`config.mk`:
```
export PLATFORM = sky130hd
export DESIGN_NAME = ccc_clk_en_gen
export DESIGN_NICKNAME = d
export VERILOG_FILES = /design/src/rtl/ccc_pkg.sv /design/src/rtl/ccc_div_chan.sv /design/src/rtl/ccc_clk_en_gen.sv
export SDC_FILE = /design/constraint.sdc
export NUM_CORES = 1
export LEC_CHECK = 0
export CAP_MARGIN = 20
export CORE_MARGIN = 3
export CORE_UTILIZATION = 64
export DETAILED_ROUTE_END_ITERATION = 10
export GPL_ROUTABILITY_DRIVEN = 0
export PLACE_DENSITY = 0.91
export SYNTH_ARGS = -nofsm -noshare
export SYNTH_HDL_FRONTEND = slang
export SYNTH_SLANG_ARGS = --single-unit
```
`constraint.sdc`:
```
create_clock -name CLK -period 6.1 [get_ports CLK]
set_input_delay 1.22 -clock CLK [delete_from_list [all_inputs] [get_ports CLK]]
set_output_delay 1.22 -clock CLK [all_outputs]
set_load 0.005 [all_outputs]
```
`src/rtl/ccc_pkg.sv`:
```
// ccc_pkg: state encoding and ratio normalisation shared by ccc_clk_en_gen and its channels
package ccc_pkg;

    typedef enum logic [1:0] {WAIT_LOCK, SETTLE, RUN, LOST} state_e;

    function automatic logic [31:0] norm_ratio(input logic [31:0] r);
        return (r == '0) ? 32'd1 : r;
    endfunction

endpackage

```
`src/rtl/ccc_div_chan.sv`:
```
// ccc_div_chan: one divide-by-N enable channel with a shadowed ratio swapped in only at a wrap (DUTY needs CCC_DUTY_OUT_EN)
module ccc_div_chan
    import ccc_pkg::*;
#(
    parameter int DIV_W = 16
) (
    input  logic             clk,
    input  logic             rst_n,
    input  logic             run,
    input  logic             restart,
    input  logic             load,
    input  logic [DIV_W-1:0] div_in,
`ifdef CCC_DUTY_OUT_EN
    output logic             duty,
`endif
    output logic             ce
);

    logic [DIV_W-1:0] cnt_q, cnt_d, div_q, div_d, shd_q, shd_d;
    logic             pend_q, pend_d;

    // Wrap detect, counter advance, ratio swap at wrap or RUN entry, shadow capture
    always_comb begin
        ce     = run && (cnt_q == div_q - DIV_W'(1));
        cnt_d  = (run && !ce) ? cnt_q + DIV_W'(1) : '0;
        div_d  = (restart || (ce && pend_q)) ? shd_q : div_q;
        pend_d = load || (pend_q && !restart && !ce);
        shd_d  = load ? DIV_W'(norm_ratio(32'(div_in))) : shd_q;
    end

`ifdef CCC_DUTY_OUT_EN
    // High for the first ceil(div/2) counts of each period
    always_comb duty = run && ({1'b0, cnt_q} < (({1'b0, div_q} + (DIV_W+1)'(1)) >> 1));
`endif

    // Channel registers; both ratios come out of reset at 1
    always_ff @(posedge clk) begin
        if (!rst_n) begin
            cnt_q  <= '0;
            div_q  <= DIV_W'(1);
            shd_q  <= DIV_W'(1);
            pend_q <= 1'b0;
        end else begin
            cnt_q  <= cnt_d;
            div_q  <= div_d;
            shd_q  <= shd_d;
            pend_q <= pend_d;
        end
    end

endmodule

```
`src/rtl/ccc_clk_en_gen.sv`:
```
// ccc_clk_en_gen: lock-supervised N-channel clock-enable generator; define CCC_DUTY_OUT_EN to add the DUTY port
module ccc_clk_en_gen
    import ccc_pkg::*;
#(
    parameter int NUM_CH      = 4,
    parameter int DIV_W       = 16,
    parameter int LOCK_STABLE = 1024,
    parameter int LOSS_CNT_W  = 8
) (
    input  logic                    CLK,
    input  logic                    RST_N,
    input  logic                    LOCK,
    input  logic [NUM_CH*DIV_W-1:0] DIV,
    input  logic                    DIV_LOAD,
    input  logic                    LOSS_CLR,
    output logic [NUM_CH-1:0]       CE,
    output logic                    READY,
    output logic                    LOCK_LOST,
`ifdef CCC_DUTY_OUT_EN
    output logic [NUM_CH-1:0]       DUTY,
`endif
    output logic [LOSS_CNT_W-1:0]   LOSS_CNT
);

    localparam int SW = $clog2(LOCK_STABLE);

    state_e                state_q, state_d;
    logic [SW-1:0]         stab_q, stab_d;
    logic                  lock_m_q, lock_m_d, lock_s_q, lock_s_d;
    logic                  lost_q, lost_d;
    logic [LOSS_CNT_W-1:0] loss_q, loss_d;
    logic                  run, restart;

    // Lock qualification FSM, synchroniser and lock-loss bookkeeping
    always_comb begin
        lock_m_d = LOCK;
        lock_s_d = lock_m_q;
        state_d  = state_q;
        stab_d   = '0;
        restart  = 1'b0;
        case (state_q)
            WAIT_LOCK: state_d = lock_s_q ? SETTLE : WAIT_LOCK;
            SETTLE: begin
                stab_d = stab_q + SW'(1);
                if (!lock_s_q) begin
                    state_d = WAIT_LOCK;
                end else if (stab_q == SW'(LOCK_STABLE - 1)) begin
                    state_d = RUN;
                    restart = 1'b1;
                end
            end
            RUN:     state_d = lock_s_q ? RUN : LOST;
            default: state_d = WAIT_LOCK;
        endcase
        lost_d = (state_q == LOST) || (lost_q && !LOSS_CLR);
        loss_d = (state_q == LOST)
               ? (LOSS_CLR ? LOSS_CNT_W'(1) : loss_q + LOSS_CNT_W'(!(&loss_q)))
               : (LOSS_CLR ? '0 : loss_q);
    end

    // Top-level registers
    always_ff @(posedge CLK) begin
        if (!RST_N) begin
            state_q  <= WAIT_LOCK;
            stab_q   <= '0;
            lock_m_q <= 1'b0;
            lock_s_q <= 1'b0;
            lost_q   <= 1'b0;
            loss_q   <= '0;
        end else begin
            state_q  <= state_d;
            stab_q   <= stab_d;
            lock_m_q <= lock_m_d;
            lock_s_q <= lock_s_d;
            lost_q   <= lost_d;
            loss_q   <= loss_d;
        end
    end

    assign run       = (state_q == RUN);
    assign READY     = run;
    assign LOCK_LOST = lost_q;
    assign LOSS_CNT  = loss_q;

    for (genvar i = 0; i < NUM_CH; i++) begin : g_ch
        ccc_div_chan #(.DIV_W(DIV_W)) u_chan (
            .clk     (CLK),
            .rst_n   (RST_N),
            .run     (run),
            .restart (restart),
            .load    (DIV_LOAD),
            .div_in  (DIV[i*DIV_W +: DIV_W]),
`ifdef CCC_DUTY_OUT_EN
            .duty    (DUTY[i]),
`endif
            .ce      (CE[i])
        );
    end

endmodule

```
# Word-level counts from Yosys, hierarchy flattened

Cells that the tools add are included.

Reduce and logical (&&, ||, !) cells: 49
Equality and inequality tests: 9
Muxes and demuxes: 15
Add/subtract/negate cells: 10

Operators by type and width:

| operator                                             | count |
|---|---|
| adder 16 x 1 -> 16 bit (second input constant)       | 4 |
| equality test 16 bit                                 | 4 |
| logical NOT 16 bit                                   | 4 |
| 2-to-1 mux 16 bit                                    | 4 |
| subtractor 16 x 1 -> 16 bit (second input constant)  | 4 |
| 2-to-1 mux 8 bit                                     | 3 |
| logical AND 1 bit                                    | 21 |
| adder 10 x 1 -> 10 bit (second input constant)       | 1 |
| equality test 10 bit (second input constant)         | 1 |
| AND reduction 2 bit                                  | 5 |
| logical OR 1 bit                                     | 9 |
| adder 8 x 1 -> 8 bit                                 | 1 |
| AND reduction 8 bit                                  | 1 |
| logical NOT 1 bit                                    | 7 |
| case mux 2 bit (3 select lines)                      | 1 |
| 2-to-1 mux 1 bit                                     | 5 |
| equality test 2 bit (second input constant)          | 2 |
| 2-to-1 mux 2 bit                                     | 2 |
| != test 3 bit (second input constant)                | 1 |
| equality test 2 x 1 -> 1 bit (second input constant) | 1 |
| logical NOT 2 bit                                    | 1 |
| nonzero test 2 bit                                   | 1 |

Register bits after elaboration: 219
Bits of input ports: 69

# Logic depth before layout (Yosys ltp)

Gate-level depths: netlist (run 1).

Depth in word-level cells: 8
Depth in mapped cells: 12
Mapped depth without buffers: 9

# Cells and area by module

A second synthesis (run 1) with hierarchy kept.

Cell total of the unflattened synthesis: 1390
Area, all modules: 12246.7 sq um

By module, submodules not included:

| module         | cells each | area each (sq um) | seq. area each (sq um) | instances |
|---|---|---|---|---|
| ccc_div_chan   | 320        | 2811.4            | 980.9                  | 4 |
| ccc_clk_en_gen | 110        | 1001.0            | 460.4                  | 1 |

# Worst setup path after synthesis (run 1)

OpenSTA, ideal clock, no wires.

Path kind: flip-flop to output port
Start point: register g_ch[1].u_chan.div_q[0]
End point: output port CE[1]
Slack: 2.426 ns
Path buffers: 2
Arrival time: 2.454 ns
Stages on the path, launching flop included: 11
Cells stage by stage: dfxtp_1 > inv_1 > ha_1 > or3b_1 > clkbuf_1 > or4_1 > nand3_1 > o211ai_2 > or3_1 > nor3_1 > buf_4

Word-level cells in the longest chain between the ends: 3

Ends and longest elaborated chain:

| what                        | RTL line             | text |
|---|---|---|
| start, declared             | ccc_div_chan.sv:19   | `logic [DIV_W-1:0] cnt_q, cnt_d, div_q, div_d, shd_q, shd_d;` |
| start signal, assigned      | ccc_div_chan.sv:45   | `div_q <= div_d;` |
| subtractor 16 x 1 -> 16 bit | ccc_div_chan.sv:24   | `ce = run && (cnt_q == div_q - DIV_W'(1));` |
| equality test 16 bit        | ccc_div_chan.sv:24   |  |
| logical AND 1 bit           | ccc_div_chan.sv:24   |  |
| end, declared               | ccc_clk_en_gen.sv:16 | `output logic [NUM_CH-1:0] CE,` |

Every way passes these cells.

# Worst setup path after layout (run 1)

Start point: register g_ch[2].u_chan.div_q[0]
End point: output port CE[2]

Word-level cells in the longest chain between the ends: 3

Ends and longest elaborated chain:

| what                        | RTL line |
|---|---|
| start, declared             | ccc_div_chan.sv:19 |
| start signal, assigned      | ccc_div_chan.sv:45 |
| subtractor 16 x 1 -> 16 bit | ccc_div_chan.sv:24 |
| equality test 16 bit        | ccc_div_chan.sv:24 |
| logical AND 1 bit           | ccc_div_chan.sv:24 |

Every way passes these cells.

==> results of run 1 <==
-- registers in the layout, summed over array words and instances, names as in the netlist --
signal	cells
g_ch.u_chan.cnt_q	64
lock_s_q	1
g_ch.u_chan.div_q	64
stab_q	10
LOSS_CNT	8
LOCK_LOST	1
lock_m_q	1
g_ch.u_chan.shd_q	64
g_ch.u_chan.pend_q	4
state_q	2
-- through the flow --
stage | worst slack (ns) | instance area, µm²
4_1_cts | 1.19 | 12800
6_report | 1.17 | 12800
3_3_place_gp | 1.87 | 12000
5_1_grt | 0.839 | 12800
3_5_place_dp | 1.73 | 12000
2_1_floorplan | 2.43 | 11200
-- power breakdown --
group	internal (mW)	switching (mW)
Combinational	0.0800	0.0678
Sequential	1.46	0.0155
Clock	0.904	0.559
-- per-layer routing --
metal	track usage	part of all wire	up-vias
li1	-	-	4534
met4	0.0718	0.022	0
met2	0.452	0.51	255
met1	0.302	0.42	4416
met5	0	0	-
met3	0.0411	0.049	52
-- cells in the mapped netlist (4+ instances only) --
cell type / number / area [µm²]
a211o_1: 5 / 43.8
nor3_1: 28 / 140
nand3_1: 52 / 260
dfxtp_1: 219 / 4380
nand4_1: 18 / 113
o41ai_1: 6 / 52.6
nand2_1: 168 / 631
or2_2: 6 / 37.5
xnor2_1: 74 / 648
nor4_1: 35 / 219
nand3b_1: 4 / 30.0
a41oi_1: 6 / 52.6
xor2_1: 67 / 587
buf_4: 5 / 37.5
buf_2: 10 / 50.1
and3_1: 20 / 125
or3_1: 11 / 68.8
nor2b_1: 74 / 463
inv_1: 23 / 86.3
a31oi_1: 7 / 43.8
ha_1: 11 / 138
clkbuf_1: 61 / 229
mux2i_1: 127 / 1270
a21oi_1: 20 / 100
o21ai_0: 17 / 85.1
or4_1: 11 / 82.6
o21a_1: 4 / 30.0
nor2_1: 114 / 428
nand2b_1: 10 / 62.6
nor4b_1: 4 / 35.0
o211ai_1: 4 / 30.0
o2111ai_1: 5 / 43.8
and2_1: 4 / 25.0
-- worst reg2reg max path: stages, from the launching register on --
cell and delay, ns:
dfxtp_1 0.35, or4_1 0.70, or3_1 0.42, a2111oi_2 0.39, nand4_1 0.16, or3_1 0.40
o21a_1 0.54, mux2i_1 0.24
-- path summary, 6_finish.rpt --
| path | startpoint | to | slack [ns] | depth (start not counted) |
|---|---|---|---|---|
| max | g_ch[2].u_chan.div_q[0]$_SDFFE_PN1P_ | CE[2] | 1.17 | 10 |
| min | g_ch[1].u_chan.shd_q[14]$_SDFFE_PN0P_ | g_ch[1].u_chan.div_q[14]$_SDFFE_PN0P_ | 0.46 | 2 |
| max reg2reg | g_ch[1].u_chan.div_q[0]$_SDFFE_PN1P_ | g_ch[1].u_chan.div_q[10]$_SDFFE_PN0P_ | 2.73 | 7 |
| min reg2reg | g_ch[1].u_chan.shd_q[14]$_SDFFE_PN0P_ | g_ch[1].u_chan.div_q[14]$_SDFFE_PN0P_ | 0.46 | 2 |
-- cells by family (layout without fill, tap and decap cells) --
family / after synthesis / after routing
xor+xnor: 141 / 141
fa+ha+maj: 11 / 11
flops: 219 / 219
buf+inv: 104 / 149
compound gates: 114 / 114
simple gates: 578 / 578
mux: 128 / 128
-- layout make-up --
type / count / area share
repair buffers: 85 / 0.0671
clock inverters: 7 / 0.00939
flip-flops and latches: 219 / 0.343
well taps: 220 / 0.0215
clock buffers: 33 / 0.0534
inverters: 24 / 0.00704
multi-input cells: 972 / 0.499
==> reports/metrics.csv, run 1 <==
metric,value,unit
status,completed,
cts_root_buf,clkbuf_16,
wire_per_inst,15.9,µm
synth.avg_cell_area,8.66,µm²
n_fill_cell,1109,
num_vias,9257,
cp.arrival,3.71,ns
ys_ff_latch,219,
layout.cells.non_filler,1560,
synthAdderAreaFrac,0.0123,
hpwl,16800,µm
critPathRequiredTime,4.88,ns
path_buf_inv,2,
fin_util,0.758,
coreArea,16900,µm²
power,3.08,mW
hold_path_class,reg2reg,
die_w,138,µm
grt_pass1_wl,41500,µm
initial_utilization,0.664,
port-buffer-count,82,
slowest_delay,0.85,ns
postSynthCellCount,1295,
tns,0,ns
grt_antenna_before_repair,0,
drtIter0Drc,665,
multiInputGateArea,6380,µm²
syn-num-nets,1375,
synth_async_sr_flop_share,0,
crit_top_cell,nand3_1,
finalMaxSlewViolations,0,
worst_pin_slew,1.03,ns
cp_top_family,simple AND/OR/NAND/NOR gates,
crit_type,reg2out,
rsz0062_at_grt,no,
grt_max_degree,101,
worstPathCellList,"inv_1, ha_1, nor4b_1, nand3_1, a211o_1, a211oi_1, or3_1, nand3_1, nor2_1, clkdlybuf4s50_1",
fin_crit,4.93,ns
synth_edf_count,0,
drive_above_1_share,0.0455,
final-seq-area,4380,µm²
clk_pin_slew,0.06,ns
grt_pass1_vias,9007,
ys_seq_area_frac,0.391,
synthFlopType,dfxtp_1,
area_growth_syn_to_layout,14.1,%
vias_per_cell,5.93,
grt_usage,0.248,
skew,0.00725,ns
ir_drop,0.000255,V
cp-end-kind,output port,
crit_fanout,6,
syn_area,11200,µm²
cpMaxStageDelayCell,nor4b_1,
powerDensity,241,nW/µm²
synth_top_family_by_area,simple AND/OR/NAND/NOR gates,
yosys_warnings,0,
first_pass_iters,6,
cts.sinks,219,
clk_latency,0.51,ns
htree_levels,1,
drv_cap,0,
synthXorXnorAreaFrac,0.110,
synth.distinct_cells,81,
cts_resized,0,
whs,0.459,ns
cts_max_path_buffers,3,
numCtsBuffers,23,
start_kind,register,
synth-compound-area-share,0.0750,
cts_tree,yes,
n_antenna_cell,0,
synthMuxAreaShare,0.114,
p_leak,5.13,nW
ant_nets,0,
dp.cells,1519,
wirelength,24800,µm
drc_errors,0,
worst_slew_margin_rel,0.306,
max_freq,0.203,GHz
postCtsSetupRepairBufs,0,
nNetsFinal,1405,
setup_violations,0,
hold_viol_final,0,
mostFrequentLayoutCells,"219 x dfxtp_1, 168 x nand2_1, 127 x mux2i_1, 114 x nor2_1, 80 x clkdlybuf4s50_1",
finalCritPeriodShare,0.809,
yosys.area_share.simple,0.257,
io_pins,83,
grt.overflow.total,0,
ctsHoldBuffers,0,
dieHeight,138,µm
dieArea,19100,µm²
layout_commonest_cell,dfxtp_1,
rows,47,
Power figures use the tool's default switching activity.
==> run 2, diff against run 1 <==
- CORE_UTILIZATION: 64 -> 59
- PLACE_DENSITY: 0.91 -> 0.85
- clock period: 6.1 -> 5.16 ns (I/O delays scaled with it)
==> run 2 against run 1 <==
Design area shrank 0.51%. Clock power increased by 6%. First-iteration DRC count shrank 14%. Clock skew is 0.0040 ns higher. Global-route usage decreased by 2.4 points. Critical endpoint is now CE[1]. Largest cell class unchanged.
==> reports/metrics.csv, run 2 (synthesis results as in run 1) <==
metric,value,unit,change
initial_utilization,0.612,,-0.0527
highest_layer,met4,,
hold_path_class,reg2reg,,
setup_violations,0,,unchanged
wl_met1,10800,µm,+5.0%
hold_depth,2,,unchanged
cpMaxStageDelayCell,or4_1,,
skew,0.0113,ns,+0.00404 ns
status,completed,,
rows,49,,+4.3%
drv_cap,0,,unchanged
finalCritPeriodShare,0.901,,
cts_resized,0,,unchanged
ctsHoldBuffers,0,,unchanged
wire_per_inst,15.0,µm,-5.8%
start_kind,register,,
rr_endpoint,g_ch[3].u_chan.div_q[11]$_SDFFE_PN0P_,,
worst_slew_margin_rel,0.320,,+0.0140
dieArea,20700,µm²,+8.1%
cts.sinks,219,,unchanged
num_vias,8976,,-3.0%
grt_pass1_wl,39500,µm,-4.7%
drive_above_1_share,0.0447,,-0.000813
multiInputGateArea,6380,µm²,unchanged
n_antenna_cell,0,,unchanged
min_to,g_ch[1].u_chan.div_q[2]$_SDFFE_PN0P_,,
ir_drop,0.000289,V,+13%
wl_met3,1010,µm,-16%
vias_per_cell,5.71,,-3.7%
wirelength,23500,µm,-5.1%
crit_type,reg2out,,
die_w,144,µm,+4.0%
grt_pass1_vias,8561,,-5.0%
cts_root_buf,clkbuf_16,,
critPathRequiredTime,4.13,ns,-0.75 ns
r2r_setup_slack,1.84,ns,-0.89 ns
htree_levels,1,,unchanged
io_pins,83,,unchanged
drtIter0Drc,569,,-14%
crit_fanout,9,,+3
cp-end-kind,output port,,
hold_viol_final,0,,unchanged
slowest_delay,0.56,ns,-0.29 ns
r2r-start,g_ch[3].u_chan.div_q[2]$_SDFFE_PN0P_,,
drc_errors,0,,unchanged
powerDensity,272,nW/µm²,+13%
rr_worst_depth,6,,-1
fin_crit,4.65,ns,
nNetsFinal,1406,,+0.071%
worst_pin_slew,1.02,ns,-0.00766 ns
cp.arrival,3.62,ns,-0.09 ns
numCtsBuffers,23,,unchanged
grt_max_degree,162,,+60%
tns,0,ns,unchanged
area_growth_syn_to_layout,13.5,%,
coreArea,18300,µm²,+8.6%
wl_met2,11200,µm,-12%
worstPathCellList,"inv_1, ha_1, or3b_1, or4_1, nand3_1, o211ai_2, or3_1, nor3_1, clkdlybuf4s50_1",,
max_freq,0.215,GHz,
reg.largest.list,"g_ch.u_chan.cnt_q (64), g_ch.u_chan.div_q (64), g_ch.u_chan.shd_q (64)",,
finalMaxSlewViolations,0,,unchanged
mostFrequentLayoutCells,"219 x dfxtp_1, 168 x nand2_1, 127 x mux2i_1, 114 x nor2_1, 80 x clkdlybuf4s50_1",,
cts_max_path_buffers,3,,unchanged
grt_usage,0.224,,-0.0243
hpwl,16100,µm,-3.8%
layout_commonest_cell,dfxtp_1,,
dieHeight,144,µm,+4.0%
ant_nets,0,,unchanged
hold_path.startpoint,g_ch[1].u_chan.shd_q[2]$_SDFFE_PN0P_,,
p_leak,5.09,nW,-0.72%
clk_latency,0.51,ns,about the same
grt_antenna_before_repair,0,,unchanged
postCtsSetupRepairBufs,0,,unchanged
final-seq-area,4380,µm²,unchanged
grt.overflow.total,0,,unchanged
first_pass_iters,5,,-1
power,3.46,mW,+12%
clk_pin_slew,0.06,ns,about the same
n_fill_cell,1377,,+24%
cts_tree,yes,,
port-buffer-count,82,,unchanged
rsz0062_at_grt,no,,
-- run 2: cell count changes in the layout (fill, tap and decap cells not counted) --
cell,before,now
buf_12,0,1
bufinv_16,3,0
clkbuf_1,3,6
clkbuf_8,7,5
clkinv_2,1,5
clkinv_4,1,0
clkinvlp_4,1,2
inv_6,1,0
-- run 2: critical path: cells and delay by family (launching register included) --
family                     cells  cell delay, ns
adders and majority gates      1            0.25
and+or+nand+nor                5            1.79
AOI/OAI and AO/OA              1            0.09
buffers and inverters          2            0.63
DFF                            1            0.35
-- run 2: layout make-up --
cell class / count / share of cell area
multi-input combinational: 972 / 0.501
clock buffer: 34 / 0.0524
inverter: 24 / 0.00708
clock inverter: 7 / 0.00315
timing repair buffer: 86 / 0.0690
sequential: 219 / 0.345
tap: 229 / 0.0225
-- run 2: how the worst max path moves through the flow --
| stage | from | end | slack, ns | depth (start not counted) |
|---|---|---|---|---|
| after floorplan | g_ch[1].u_chan.div_q[0]$_SDFFE_PN1P_ | CE[1] | 1.67 | 10 |
| after global placement | g_ch[1].u_chan.div_q[0]$_SDFFE_PN1P_ | CE[1] | 1.10 | 7 |
| after detailed placement | g_ch[1].u_chan.div_q[0]$_SDFFE_PN1P_ | CE[1] | 1.07 | 9 |
| after CTS | g_ch[1].u_chan.div_q[0]$_SDFFE_PN1P_ | CE[1] | 0.52 | 9 |
| after global routing | g_ch[1].u_chan.div_q[0]$_SDFFE_PN1P_ | CE[1] | 0.35 | 7 |
| final | g_ch[1].u_chan.div_q[0]$_SDFFE_PN1P_ | CE[1] | 0.51 | 9 |
-- run 2: report_power, final --
group	internal [mW]	switching [mW]
combinational	0.0949	0.0783
clock	0.892	0.657
sequential	1.72	0.0179
-- run 2: through the flow --
stage               area, µm²  instances  hold slack (ns)   util  setup WS (ns)
global placement        12000       1529            0.437  0.654           1.10
CTS                     12700       1570            0.456  0.693          0.520
global route            12700       1571            0.475  0.694          0.350
detailed placement      12000       1529            0.445  0.654           1.07
finish                  12700       1571            0.455  0.694          0.509
floorplan               11200       1295            0.412      -           1.67
-- run 2: routing by layer --
layer,global-route usage,up-vias
met3,0.0323,36
li1,-,4532
met2,0.379,204
met1,0.300,4204
met4,0.0610,0
met5,0,-
==> edit: new RTL, settings of run 1 <==
Put one more register stage on the output `LOSS_CNT`, cleared by the reset. The value now appears one clock later. The other outputs are not delayed to match.
--- a/src/rtl/ccc_clk_en_gen.sv
+++ b/src/rtl/ccc_clk_en_gen.sv
@@ -80,7 +80,13 @@
     assign run       = (state_q == RUN);
     assign READY     = run;
     assign LOCK_LOST = lost_q;
-    assign LOSS_CNT  = loss_q;
+    always_ff @(posedge CLK) begin
+        if (!RST_N) begin
+            LOSS_CNT <= '0;
+        end else begin
+            LOSS_CNT <= loss_q;
+        end
+    end
 
     for (genvar i = 0; i < NUM_CH; i++) begin : g_ch
         ccc_div_chan #(.DIV_W(DIV_W)) u_chan (
Function: no difference found for any inputs over 10 cycles, from zero or initial values and one cycle with RST_N low; that may be too few to reach the edited logic, so the function may still have changed.
==> edit against run 1 <==
Via count increased by 13%. Die area rose by 7.3%. Synthesized area rose by 7.7%. Sequential share of layout area shrank 0.92 points. Design area is 6.5% higher. First-iteration DRC count grew 36%. Sequential cell count is 8 higher. Total power grew 3.1%. Worst setup slack got worse by 0.065 ns. Wire length up 13%. Sequential power up 4%.
==> edit: results (changes against run 1) <==
detailed placer's ending HPWL 18,700 um (+12%); drt pass-1 iters 5 (-1); met3 routed WL 1580 um (+31%); fill count 1,254 (+13%); Pint 2.49 mW (+2.1%); CP arrival 3.78 ns (+0.07 ns); post-synthesis cell type count 79 (-2.5%); Area after DPL 12,700 um^2 (+6.6%); total track usage 26.5% (+1.6 points); share of cells above drive strength 1 5.03% (+0.48 points); vias in the first global route 9,748 (+8.2%); yosys warns 0 (unchanged); VDD IR-drop max 0.188 mV (-26%); top flop regs g_ch.u_chan.cnt_q x64, g_ch.u_chan.div_q x64, g_ch.u_chan.shd_q x64; Top Family by Delay on Critical Path simple AND/OR/NAND/NOR gates; R2R Path Start g_ch[2].u_chan.div_q[0]; first-pass GRT wire length 46,000 um (+11%); Initial DRC Count 906 (+36%); DR vias 10,442 (+13%); initial antenna violation count 0 (unchanged); WL met1 12,300 um (+20%); WL/cell 16.9 um (+6.5%); mux cell area share after synthesis 6.55% (-4.9 points); Pleak 5.05 nW (-1.7%); wire length on met2 13,200 um (+3.6%); Num CTS Buffers 23 (unchanged); Synth top cells by count dfxtp_1, nand2_1, nor2_1; post_cts resized 0 (unchanged); Synth Area in XOR/XNOR 10.9% (-0.13 points); Nets 1,494 (+6.3%); crit path max-delay cell type nor3b_1; Setup crit start g_ch[3].u_chan.div_q[0]; status completed; Adder-Cell Fraction of Synth Area 1.14% (-0.088 points); slew at the pin with the worst max-slew slack 1.03 ns (+0.00558 ns); max incr delay on CP 0.81 ns (-0.04 ns); Seq/Total Area, Yosys 37.6% (-1.5 points); CP max FO 9 (+3); Compound-Gate Fraction of Synth Area 12.6% (+5.1 points); Post-synth ARST share 0% (unchanged); HP Start lock_m_q; Synth area leaders dfxtp_1, mux2i_1, xor2_1, xnor2_1, nand2_1; largest net degree at the start of global routing 97 (-4.0%); clock skew 0.00836 ns (+0.00110 ns)
## edit: logic make-up after synthesis
logic type | count (synthesis)
compound gates | 202
xor+xnor | 150
fa+ha+maj | 11
buf+inv | 131
flops | 227
mux | 79
simple gates | 607
## edit: path summary, 6_finish.rpt
path	slack, ns	cells after the start	endpoint
max	1.10	9	CE[3]
min	0.45	1	lock_s_q
min reg2reg	0.45	1	lock_s_q
max reg2reg	2.49	10	g_ch[2].u_chan.div_q[9]
## edit: layer usage
metal / global-route usage (%) / up-vias
li1: - / 5075
met1: 35.2 / 4914
met2: 44.7 / 374
met3: 3.63 / 79
met4: 8.72 / 0
met5: 0 / -
## edit: layout make-up
class | count | area share [%]
flip-flops and latches | 227 | 33.4
clock buffers | 28 | 4.58
repair buffers | 92 | 6.92
well taps | 229 | 2.10
multi-input cells | 1049 | 51.1
inverters | 21 | 0.579
clock inverters | 13 | 1.31
## edit: stage by stage
step           util, %  instances  setup WS [ns]  hold slack (ns)  power (mW)
6_report          74.6       1659           1.10            0.451        3.18
3_5_place_dp      69.8       1615           1.67            0.428        1.71
5_1_grt           74.6       1659          0.811            0.471        3.27
2_1_floorplan        -       1407           2.37            0.412        1.64
4_1_cts           74.2       1656           1.12            0.442        3.19
3_3_place_gp      69.8       1615           1.74            0.417        1.71
## edit: power by group through the flow
| stage | registers [mW] | clock network (mW) | logic (mW) |
|---|---|---|---|
| 2_1_floorplan | 1.55 | 0 | 0.0872 |
| 3_3_place_gp | 1.57 | 0 | 0.140 |
| 3_5_place_dp | 1.57 | 0 | 0.144 |
| 4_1_cts | 1.54 | 1.50 | 0.146 |
| 5_1_grt | 1.53 | 1.57 | 0.172 |
| 6_report | 1.53 | 1.49 | 0.159 |
